$ cat src/rtl/alu_bist.sv
// Built-in self-test controller for the 32-bit lab ALU: LFSR operand generation,
// full opcode sweep per operand pair, MISR compaction and golden-signature compare.
module alu_bist #(
   parameter int unsigned N_VECTORS  = 256,
   parameter logic [31:0] SEED_A     = 32'h1234_5678,
   parameter logic [31:0] SEED_B     = 32'h8765_4321,
   parameter logic [31:0] GOLDEN_SIG = 32'h0000_0000
) (
   input  logic        clk,
   input  logic        rst_n,
   input  logic        start,
   output logic [31:0] alu_a,
   output logic [31:0] alu_b,
   output logic [3:0]  alu_as,
   output logic [3:0]  alu_sro,
   output logic [3:0]  alu_lo,
   output logic [1:0]  alu_ao,
   input  logic [31:0] alu_result,
   input  logic        alu_of,
   input  logic        alu_zf,
   output logic        busy,
   output logic        done,
   output logic        pass,
   output logic [31:0] signature,
   output logic [15:0] vec_count
);

   localparam logic [31:0] POLY        = 32'h8020_0003;
   localparam logic [31:0] SEED_A_INIT = (SEED_A == 32'd0) ? 32'd1 : SEED_A;
   localparam logic [31:0] SEED_B_INIT = (SEED_B == 32'd0) ? 32'd1 : SEED_B;
   localparam logic [15:0] LAST_VEC    = 16'(N_VECTORS - 1);

   typedef enum logic [1:0] {
      ST_IDLE,
      ST_RUN,
      ST_DONE
   } state_t;

   state_t      state_q, state_d;
   logic [31:0] a_q, a_d;
   logic [31:0] b_q, b_d;
   logic [31:0] sig_q, sig_d;
   logic [3:0]  op_q, op_d;
   logic [15:0] cnt_q, cnt_d;
   logic        busy_q, busy_d;
   logic        done_q, done_d;
   logic        pass_q, pass_d;
   logic [31:0] misr_next;

   function automatic logic [31:0] lfsr_step(input logic [31:0] x);
      return (x >> 1) ^ (x[0] ? POLY : 32'd0);
   endfunction

   // The MISR and LFSR share the same Galois feedback polynomial.
   assign misr_next = lfsr_step(sig_q) ^ alu_result ^ {30'd0, alu_of, alu_zf};

   always_comb begin
      state_d = state_q;
      a_d     = a_q;
      b_d     = b_q;
      sig_d   = sig_q;
      op_d    = op_q;
      cnt_d   = cnt_q;
      busy_d  = busy_q;
      done_d  = done_q;
      pass_d  = pass_q;
      case (state_q)
         ST_IDLE, ST_DONE: begin
            if (start) begin
               state_d = ST_RUN;
               a_d     = SEED_A_INIT;
               b_d     = SEED_B_INIT;
               op_d    = 4'd0;
               sig_d   = 32'd0;
               cnt_d   = 16'd0;
               busy_d  = 1'b1;
               done_d  = 1'b0;
               pass_d  = 1'b0;
            end
         end
         ST_RUN: begin
            sig_d = misr_next;
            cnt_d = cnt_q + 16'd1;
            if (cnt_q == LAST_VEC) begin
               state_d = ST_DONE;
               busy_d  = 1'b0;
               done_d  = 1'b1;
               pass_d  = (misr_next == GOLDEN_SIG);
            end else begin
               op_d = op_q + 4'd1;
               // Operands advance only once every opcode has seen the current pair.
               if (op_q == 4'hF) begin
                  a_d = lfsr_step(a_q);
                  b_d = lfsr_step(b_q);
               end
            end
         end
         default: state_d = ST_IDLE;
      endcase
   end

   always_ff @(posedge clk or negedge rst_n) begin
      if (!rst_n) begin
         state_q <= ST_IDLE;
         a_q     <= SEED_A_INIT;
         b_q     <= SEED_B_INIT;
         sig_q   <= 32'd0;
         op_q    <= 4'd0;
         cnt_q   <= 16'd0;
         busy_q  <= 1'b0;
         done_q  <= 1'b0;
         pass_q  <= 1'b0;
      end else begin
         state_q <= state_d;
         a_q     <= a_d;
         b_q     <= b_d;
         sig_q   <= sig_d;
         op_q    <= op_d;
         cnt_q   <= cnt_d;
         busy_q  <= busy_d;
         done_q  <= done_d;
         pass_q  <= pass_d;
      end
   end

   assign alu_a     = a_q;
   assign alu_b     = b_q;
   assign alu_as    = {2'b00, op_q[3:2]};
   assign alu_sro   = {2'b00, op_q[1:0]};
   assign alu_lo    = {2'b00, op_q[1:0]};
   assign alu_ao    = {1'b0, op_q[0]};
   assign busy      = busy_q;
   assign done      = done_q;
   assign pass      = pass_q;
   assign signature = sig_q;
   assign vec_count = cnt_q;

endmodule

$ cat config.mk
export PLATFORM = sky130hd
export DESIGN_NAME = alu_bist
export DESIGN_NICKNAME = d
export VERILOG_FILES = /design/src/rtl/alu_bist.sv
export SDC_FILE = /design/constraint.sdc
export NUM_CORES = 1
export LEC_CHECK = 0
export ABC_AREA = 1
export ABC_CLOCK_PERIOD_IN_PS = 1800
export BUFFER_PORTS_ARGS = -buffer_cell sky130_fd_sc_hd__buf_2
export CAP_MARGIN = 20
export CORE_MARGIN = 2
export CORE_UTILIZATION = 52
export DETAILED_ROUTE_END_ITERATION = 16
export PLACE_DENSITY = 0.82
export SKIP_CTS_REPAIR_TIMING = 1
export SLEW_MARGIN = 25
export SYNTH_ARGS = -nofsm -noshare
export SYNTH_HDL_FRONTEND = slang
export SYNTH_SLANG_ARGS = --single-unit
$ cat constraint.sdc
create_clock -name clk -period 1.8 [get_ports clk]
set_input_delay 0.36 -clock clk [delete_from_list [all_inputs] [get_ports clk]]
set_output_delay 0.36 -clock clk [all_outputs]
set_load 0.02 [all_outputs]
* Word level (Yosys, flattened, before mapping)
Cells that the tools add are included.
** Operators by class
- Add/subtract/negate cells :: 2
- Multipliers :: 0
- Div/mod/pow operators :: 0
- Magnitude comparators :: 0
- Equality and inequality tests :: 8
- Shift-type cells :: 0
- Muxes and demuxes :: 29
- Bitwise operators :: 5
- Reductions and logical operators :: 9
** Operators with widths (number)
- $mux W32 :: 10
- $pmux W32 S2 :: 3
- $xor A31 B32 Y32 :: 3
- $logic_not A32 Y1 :: 1
- $pmux W16 S2 :: 1
- $xor A32 B2 Y32 :: 1
- $xor A32 B32 Y32 :: 1
- $add A16 B1 Y16 const B :: 1
- $eq A16 B8 Y1 const B :: 1
- $mux W16 :: 1
- $mux W4 :: 2
- $ne A2 B2 Y1 const B :: 4
- $pmux W4 S2 :: 1
- $pmux W1 S2 :: 3
- $reduce_and A3 Y1 :: 2
- $mux W1 :: 5
- $add A4 B1 Y4 const B :: 1
- $eq A4 B4 Y1 const B :: 1
- $mux W2 :: 2
- $pmux W2 S2 :: 1
- $reduce_and A2 Y1 :: 2
- $reduce_and A4 Y1 :: 1
- $eq A2 B1 Y1 const B :: 1
- $eq A2 B2 Y1 const B :: 1
- other kinds (3) :: 3
** Storage, ports and cells
- Register bits :: 121
- Bits in latches :: 0
- Memory bits (writable) :: 0
- Memory bits (read-only) :: 0
- Input bits :: 37
- Output and inout port bits :: 129
- Logic and storage cells :: 62
- Memories kept :: 0

* Depth between registers and ports, before layout
Gate-level depths: netlist of the first run.
- Depth in word-level cells :: 7
- Depth in mapped cells :: 11
- Depth with buffers taken out :: 10

* Worst setup path before layout of the first run
OpenSTA, ideal clock, no wires.
- Kind :: reg2reg
- Start point :: register cnt_q[0], in the netlist vec_count[0]
- End point :: register a_q[13], in the netlist alu_a[13]
- Library setup time :: 126 ps
- Data arrival time :: 1692 ps
- Required time :: 1674 ps
- Slack :: -18 ps
- Stages on the path, launching flop included :: 11
- Path buffers :: 2
- Period minus slack after synthesis :: 1818 ps
- Cells stage by stage :: dfrtp_1 -> ha_1 -> nand2_1 -> nor2_2 -> nand3_2 -> nor2_4 -> inv_2 -> nand3_2 -> buf_6 -> buf_4 -> o21ai_0
** Between the ends
- Longest elaborated chain between the ends :: 3
** Ends and longest elaborated chain
- start: declaration :: RTL line 44 : logic [15:0] cnt_q, cnt_d;
- start signal: assignment :: RTL line 119 : cnt_q <= cnt_d;
- $eq A16 B8 Y1 :: RTL line 84 : if (cnt_q == LAST_VEC) begin
- $ne A2 B2 Y1 (no line)
- $reduce_and A4 Y1 (no line)
- end signal: assignment :: RTL line 105 : a_q <= SEED_A_INIT;
- end signal: assignment :: RTL line 115 : a_q <= a_d;
- end: declaration :: RTL line 40 : logic [31:0] a_q, a_d;
Every way passes these cells.
A chain may end at the register's enable or synchronous reset.

* Worst setup path after layout of the first run
- Start point :: register cnt_q[0], in the netlist vec_count[0]
- End point :: register b_q[5], in the netlist alu_b[5]
** Between the ends
- Longest elaborated chain between the ends :: 3
** Ends and longest elaborated chain
- $eq A16 B8 Y1 :: RTL line 84
- $ne A2 B2 Y1 (no line)
- $reduce_and A4 Y1 (no line)
- end signal: assignment :: RTL line 106 : b_q <= SEED_B_INIT;
- end signal: assignment :: RTL line 116 : b_q <= b_d;
- end: declaration :: RTL line 41 : logic [31:0] b_q, b_d;
Every way passes these cells.

==> results of run 1 <==
-- metal layers --
metal | global-route usage, % | up-vias | part of all wire (%)
li1 | - | 2672 | -
met2 | 39.9 | 176 | 50
met1 | 32.7 | 2571 | 43
met4 | 7.87 | 0 | 1.6
met3 | 5.99 | 26 | 5.6
met5 | 0 | - | 0
-- layout make-up --
cell class | instances | area (um2)
clock buffers | 17 | 414
flip-flops and latches | 121 | 3060
well taps | 140 | 175
clock inverters | 15 | 154
inverters | 70 | 265
fillers | 841 | 3150
repair buffers | 202 | 1390
multi-input cells | 502 | 2280
-- cells by family (layout without fill, tap and decap cells) --
| family | after synthesis | count (layout) | share of synthesized area [%] |
|---|---|---|---|
| adders and majority gates | 2 | 2 | 0.431 |
| and+or+nand+nor | 351 | 352 | 24.1 |
| DFF | 121 | 121 | 52.7 |
| AOI/OAI and AO/OA | 127 | 127 | 11.5 |
| xor gates and xnor gates | 14 | 14 | 2.11 |
| other | 1 | 7 | 0.0646 |
| buffers and inverters | 108 | 304 | 9.07 |
-- state kept, by name (all words and copies together) (netlist names) --
register	flops
op_q	4
vec_count	16
alu_b	32
alu_a	32
done	1
busy	1
signature	32
state_q	2
pass	1
-- worst max-delay path, delay by kind of cell, from the launching register on --
family / cells / cell delay [ns]
AO/OA/AOI/OAI: 1 / 0.17
adder cells (fa/ha/maj): 1 / 0.23
buffers and inverters: 3 / 0.46
flip-flops: 1 / 0.40
AND/OR/NAND/NOR: 5 / 0.42
-- synth_stat cells (11+ instances only) --
cell type	count	area (um2)
dfrtp_1	95	2380
buf_4	16	120
nor2_1	64	240
clkbuf_1	13	48.8
nand2_1	250	938
dfstp_2	26	683
o21ai_1	87	435
a21oi_1	12	60.1
o21ai_0	11	55.1
inv_1	63	236
nand3_1	17	85.1
o22ai_1	13	81.3
-- worst max path at each step --
stage | from | end | slack, ns | cells after the start
global route | vec_count[1] | alu_b[2] | -0.06 | 11
detailed placement | vec_count[0] | alu_b[21] | 0.05 | 10
global placement | vec_count[0] | alu_b[1] | 0.12 | 10
finish | vec_count[0] | alu_b[5] | 0.03 | 10
CTS | vec_count[0] | alu_b[21] | 0.003 | 10
floorplan | vec_count[0] | alu_a[13] | 0.06 | 10
-- metrics by stage --
stage	setup TNS, ns	hold slack, ns	utilization [%]
detailed placement	0	0.237	62.8
finish	0	0.142	71.1
CTS	0	-0.314	68.1
global route	-0.692	0.149	71.1
global placement	0	0.238	62.8
floorplan	0	0.0644	-
-- where the power goes --
group	total, W	internal [W]	switching, W
Sequential	0.00499	0.00400	0.000986
Combinational	0.00600	0.00226	0.00374
Clock	0.00329	0.00189	0.00140
==> results.json, run 1 <==
{
  "postSynthCellCount": 724,
  "dieArea_mm2": 0.0120,
  "grt_max_degree": 61,
  "synth_edf_count": 0,
  "synthFlopType": "dfrtp_1",
  "cap_viol_max_count": 0,
  "cts_buffers": 17,
  "final_antenna_net_count": 0,
  "min-delay-start": "start",
  "final_cell_mix": "249 x nand2_1, 157 x buf_2, 93 x dfrtp_1",
  "firstDrtPassIters": 5,
  "num_vias": 5445,
  "numClockSinks": 121,
  "clock_skew_ns": 0.00945,
  "htree_levels": 4,
  "total_power_w": 0.0143,
  "drc": 0,
  "clk_pin_slew_ns": 0.07,
  "viasPerCell": 5.10,
  "fin_nets": 953,
  "final-setup-viol-count": 0,
  "synth_area_mm2": 0.00581,
  "grt_pass1_wl_um": 22800,
  "cp_slowest_cell": "dfrtp_2",
  "final_layout_size_suffix_gt1_share_pct": 30.0,
  "r2r.worst_path.cells": 10,
  "grt_use_total_pct": 24.6,
  "dp.cells": 1018,
  "fmax_mhz": 564,
  "ys_types": 28,
  "timing.rr.end": "alu_b[5]",
  "dieWidth_um": 110,
  "finalInstanceArea_mm2": 0.00774,
  "wl_per_cell_um": 14.6,
  "areaGrowthSynthToFinish_pct": 33.3,
  "ys.warnings.count": 0,
  "status": "completed",
  "hold_class": "input port to register",
  "postRouteWirelength_um": 15600,
  "path_cells": "ha_1, nand2_2, nor2_4, nand3_2, nor2_4, inv_4, nand3_4, clkbuf_16, clkbuf_16, o21ai_1",
  "core_mm2": 0.0109,
  "ios": 166,
  "stdcell_count": 1067,
  "dp_slack_ns": 0.0498,
  "post-route-period-util_pct": 98.4,
  "power_leakage_nw": 4.08,
  "cts_root_buf": "clkbuf_8",
  "power_density_mw_per_mm2": 1840,
  "setup_ws_ns": 0.0282,
  "initial_utilization_pct": 53.3,
  "clock_latency_ns": 0.52,
  "hold_depth": 4,
  "clockBufferDepth": 2,
  "cts_tree": "done",
  "fin_crit_ns": 1.77,
  "place.gp.congestion": 0.877,
  "place_hpwl_um": 9980,
  "diodes": 0,
  "max_stage_delay_ns": 0.40,
  "whs_endpoint": "state_q[1]",
  "start_kind": "register",
  "die_h_um": 110,
  "grt-ovfl-total": 0,
  "drt_iter0_markers": 386,
  "portBuffers": 158,
  "drv_slew": 0,
  "grt_antenna_before_repair": 0,
  "ys_ff_latch": 121,
  "critPathMaxFanout": 15,
  "rows": 38,
  "post_dp_cell_area_mm2": 0.00684,
  "yosysSeqAreaShare_pct": 52.7,
  "grt_pass1_vias": 4822,
  "cp.required_ns": 2.24,
  "final_common_cell": "nand2_1",
  "r2r_slack_ns": 0.03,
  "cp-end-kind": "register",
  "critPathArrivalTime_ns": 2.21,
  "async_flop_share_pct": 100,
  "hold_violations": 0,
  "syn-mean-instance-area_um2": 8.02,
  "r2r-start": "vec_count[0]",
  "crit_type": "register to register",
  "peakVddDrop_mv": 0.946
}
(Power assumes the default switching activity.)
==> run 2, diff against run 1 <==
--- a/config.mk
+++ b/config.mk
@@ -5,14 +5,13 @@
 export SDC_FILE = /design/constraint.sdc
 export NUM_CORES = 1
 export LEC_CHECK = 0
-export ABC_AREA = 1
 export ABC_CLOCK_PERIOD_IN_PS = 1800
 export BUFFER_PORTS_ARGS = -buffer_cell sky130_fd_sc_hd__buf_2
 export CAP_MARGIN = 20
 export CORE_MARGIN = 2
-export CORE_UTILIZATION = 52
+export CORE_UTILIZATION = 51
 export DETAILED_ROUTE_END_ITERATION = 16
-export PLACE_DENSITY = 0.82
+export PLACE_DENSITY = 0.81
 export SKIP_CTS_REPAIR_TIMING = 1
 export SLEW_MARGIN = 25
 export SYNTH_ARGS = -nofsm -noshare
==> run 2 against run 1 <==
Via count is 16% lower. Sequential share of layout area is 2.5 points higher. Non-clock buffer count is 7 lower. Cell area is 6.0% lower. Fmax hardly changed. Clock skew hardly changed.
==> results.json, run 2 <==
{
  "grt_pass1_vias": 4352,
  "async_flop_share_pct": 100,
  "crit_type": "register to register",
  "place.gp.congestion": 0.845,
  "critPathArrivalTime_ns": 2.17,
  "dieWidth_um": 107,
  "setup_ws_ns": 0.0276,
  "synth_edf_count": 0,
  "fin_crit_ns": 1.77,
  "core_mm2": 0.0103,
  "cp-end-kind": "register",
  "hold_violations": 0,
  "yosysTopAreaCell": "dfrtp_1",
  "total_power_w": 0.0134,
  "cts_tree": "done",
  "drt_iter0_markers": 264,
  "fmax_mhz": 564,
  "final_cell_mix": "157 x buf_2, 127 x nand2_1, 93 x dfrtp_1",
  "peakVddDrop_mv": 1.02,
  "die_h_um": 107,
  "stdcell_count": 866,
  "viasPerCell": 5.30,
  "postSynthCellCount": 540,
  "post-route-period-util_pct": 98.5,
  "drc": 0,
  "final_antenna_net_count": 0,
  "areaGrowthSynthToFinish_pct": 34.0,
  "grt_max_degree": 38,
  "postRouteWirelength_um": 13500,
  "power_leakage_nw": 3.54,
  "power_density_mw_per_mm2": 1850,
  "rows": 37,
  "portBuffers": 158,
  "numClockSinks": 121,
  "clock_latency_ns": 0.52,
  "rsz0062_at_grt": "yes",
  "final_layout_size_suffix_gt1_share_pct": 36.8,
  "dp_slack_ns": 0.00909,
  "dp.cells": 830,
  "maxSlewHeadroom_pct": 65.2,
  "finalInstanceArea_mm2": 0.00728,
  "cp.required_ns": 2.20,
  "whs_ns": 0.0992,
  "tightest_slew_ns": 0.522,
  "yosysSeqAreaShare_pct": 56.3,
  "ios": 166,
  "start_kind": "register",
  "drv_slew": 0,
  "syn-mean-instance-area_um2": 10.1,
  "fin_nets": 756,
  "ys_ff_latch": 121,
  "post_dp_cell_area_mm2": 0.00654,
  "critPathMaxFanout": 14,
  "ys.warnings.count": 0,
  "final_common_cell": "buf_2",
  "grt_use_total_pct": 24.3,
  "netlist_top_cells_area": "dfrtp_1 44%, dfstp_2 13%, nand2_1 8.9%",
  "yosysMostFrequentCell": "nand2_1",
  "clk_pin_slew_ns": 0.06,
  "hold_class": "input port to register",
  "clockBufferDepth": 2,
  "initial_utilization_pct": 52.6,
  "grt_antenna_before_repair": 0,
  "cts_buffers": 17,
  "place_hpwl_um": 9450,
  "synth_area_mm2": 0.00543,
  "grt_pass1_wl_um": 21500,
  "cts_root_buf": "clkbuf_8",
  "synth_top_area_share_pct": 43.8,
  "status": "completed",
  "clock_skew_ns": 0.00950,
  "firstDrtPassIters": 4,
  "htree_levels": 4,
  "ys_types": 42,
  "synthFlopType": "dfrtp_1",
  "dieArea_mm2": 0.0115,
  "cap_viol_max_count": 0,
  "num_vias": 4592,
  "ys_top_cells_by_count": "129 x nand2_1, 95 x dfrtp_1, 40 x o21ai_1, 34 x xor2_1, 33 x o21ai_0",
  "wl_per_cell_um": 15.5,
  "final-setup-viol-count": 0,
  "diodes": 0,
  "grt-ovfl-total": 0
}
-- run 2: cell types whose count changed in the layout (fill, tap and decap cells not counted), sizes merged, moves of 9 or more --
cell	change
nor2	-38
xor2	+30
nand2	-121
inv	-78
mux2i	+11
a22o	+27
o21ai	-25
nor4	+9
o22ai	-12
nand3	-15
-- run 2: logic make-up after synthesis --
| family | share of synthesized area (%) |
|---|---|
| simple gates | 16.7 |
| flops | 56.3 |
| compound gates | 13.5 |
| buf+inv | 4.49 |
| xor+xnor | 6.45 |
| mux | 2.03 |
| fa+ha+maj | 0.461 |
| other cells | 0.0690 |
-- run 2: worst max-delay path: stages (launching register included) --
cell and delay (ns):
dfrtp_1 0.41, nor4_4 0.37, nand4_1 0.18, nor3b_4 0.20
buf_4 0.14, clkbuf_16 0.16, a31o_1 0.20
-- run 2: report_power, final --
group / internal, W / switching, W / total [W]
clock network: 0.00230 / 0.00126 / 0.00356
logic: 0.00189 / 0.00296 / 0.00485
registers: 0.00398 / 0.00106 / 0.00504
total: 0.00817 / 0.00527 / 0.0134
-- run 2: path summary, 6_finish.rpt --
kind                       slack [ns]          start          to  cells past startpoint
setup / recovery                 0.03  vec_count[12]    alu_a[0]                      6
hold / removal                    0.1          start  state_q[1]                      2
setup reg to reg                 0.03  vec_count[12]    alu_a[0]                      6
hold reg to reg                  0.47           done        done                      2
max in group asynchronous        0.79          rst_n   alu_b[24]                      3
min in group asynchronous        0.35          rst_n   alu_a[15]                      2
-- run 2: routing by layer --
layer	vias to the layer above	GRT usage [%]	share of wire (%)
met2	171	39.7	49
met3	14	4.86	6.3
met5	-	0	0
li1	2181	-	-
met4	0	10.1	1.1
met1	2226	31.5	43
-- run 2: stage by stage --
stage | utilization [%] | setup TNS, ns
global route | 70.5 | -0.233
detailed placement | 63.4 | 0
finish | 70.5 | 0
floorplan | - | 0
global placement | 63.4 | 0
CTS | 69.4 | -0.0288
-- run 2: area by class of cell --
type / instances / area [um2]
Fill cell: 732 / 3050
Clock buffer: 19 / 432
Sequential cell: 121 / 3060
Tap cell: 136 / 170
Timing Repair Buffer: 195 / 1190
Clock inverter: 13 / 195
Multi-Input combinational cell: 382 / 2220
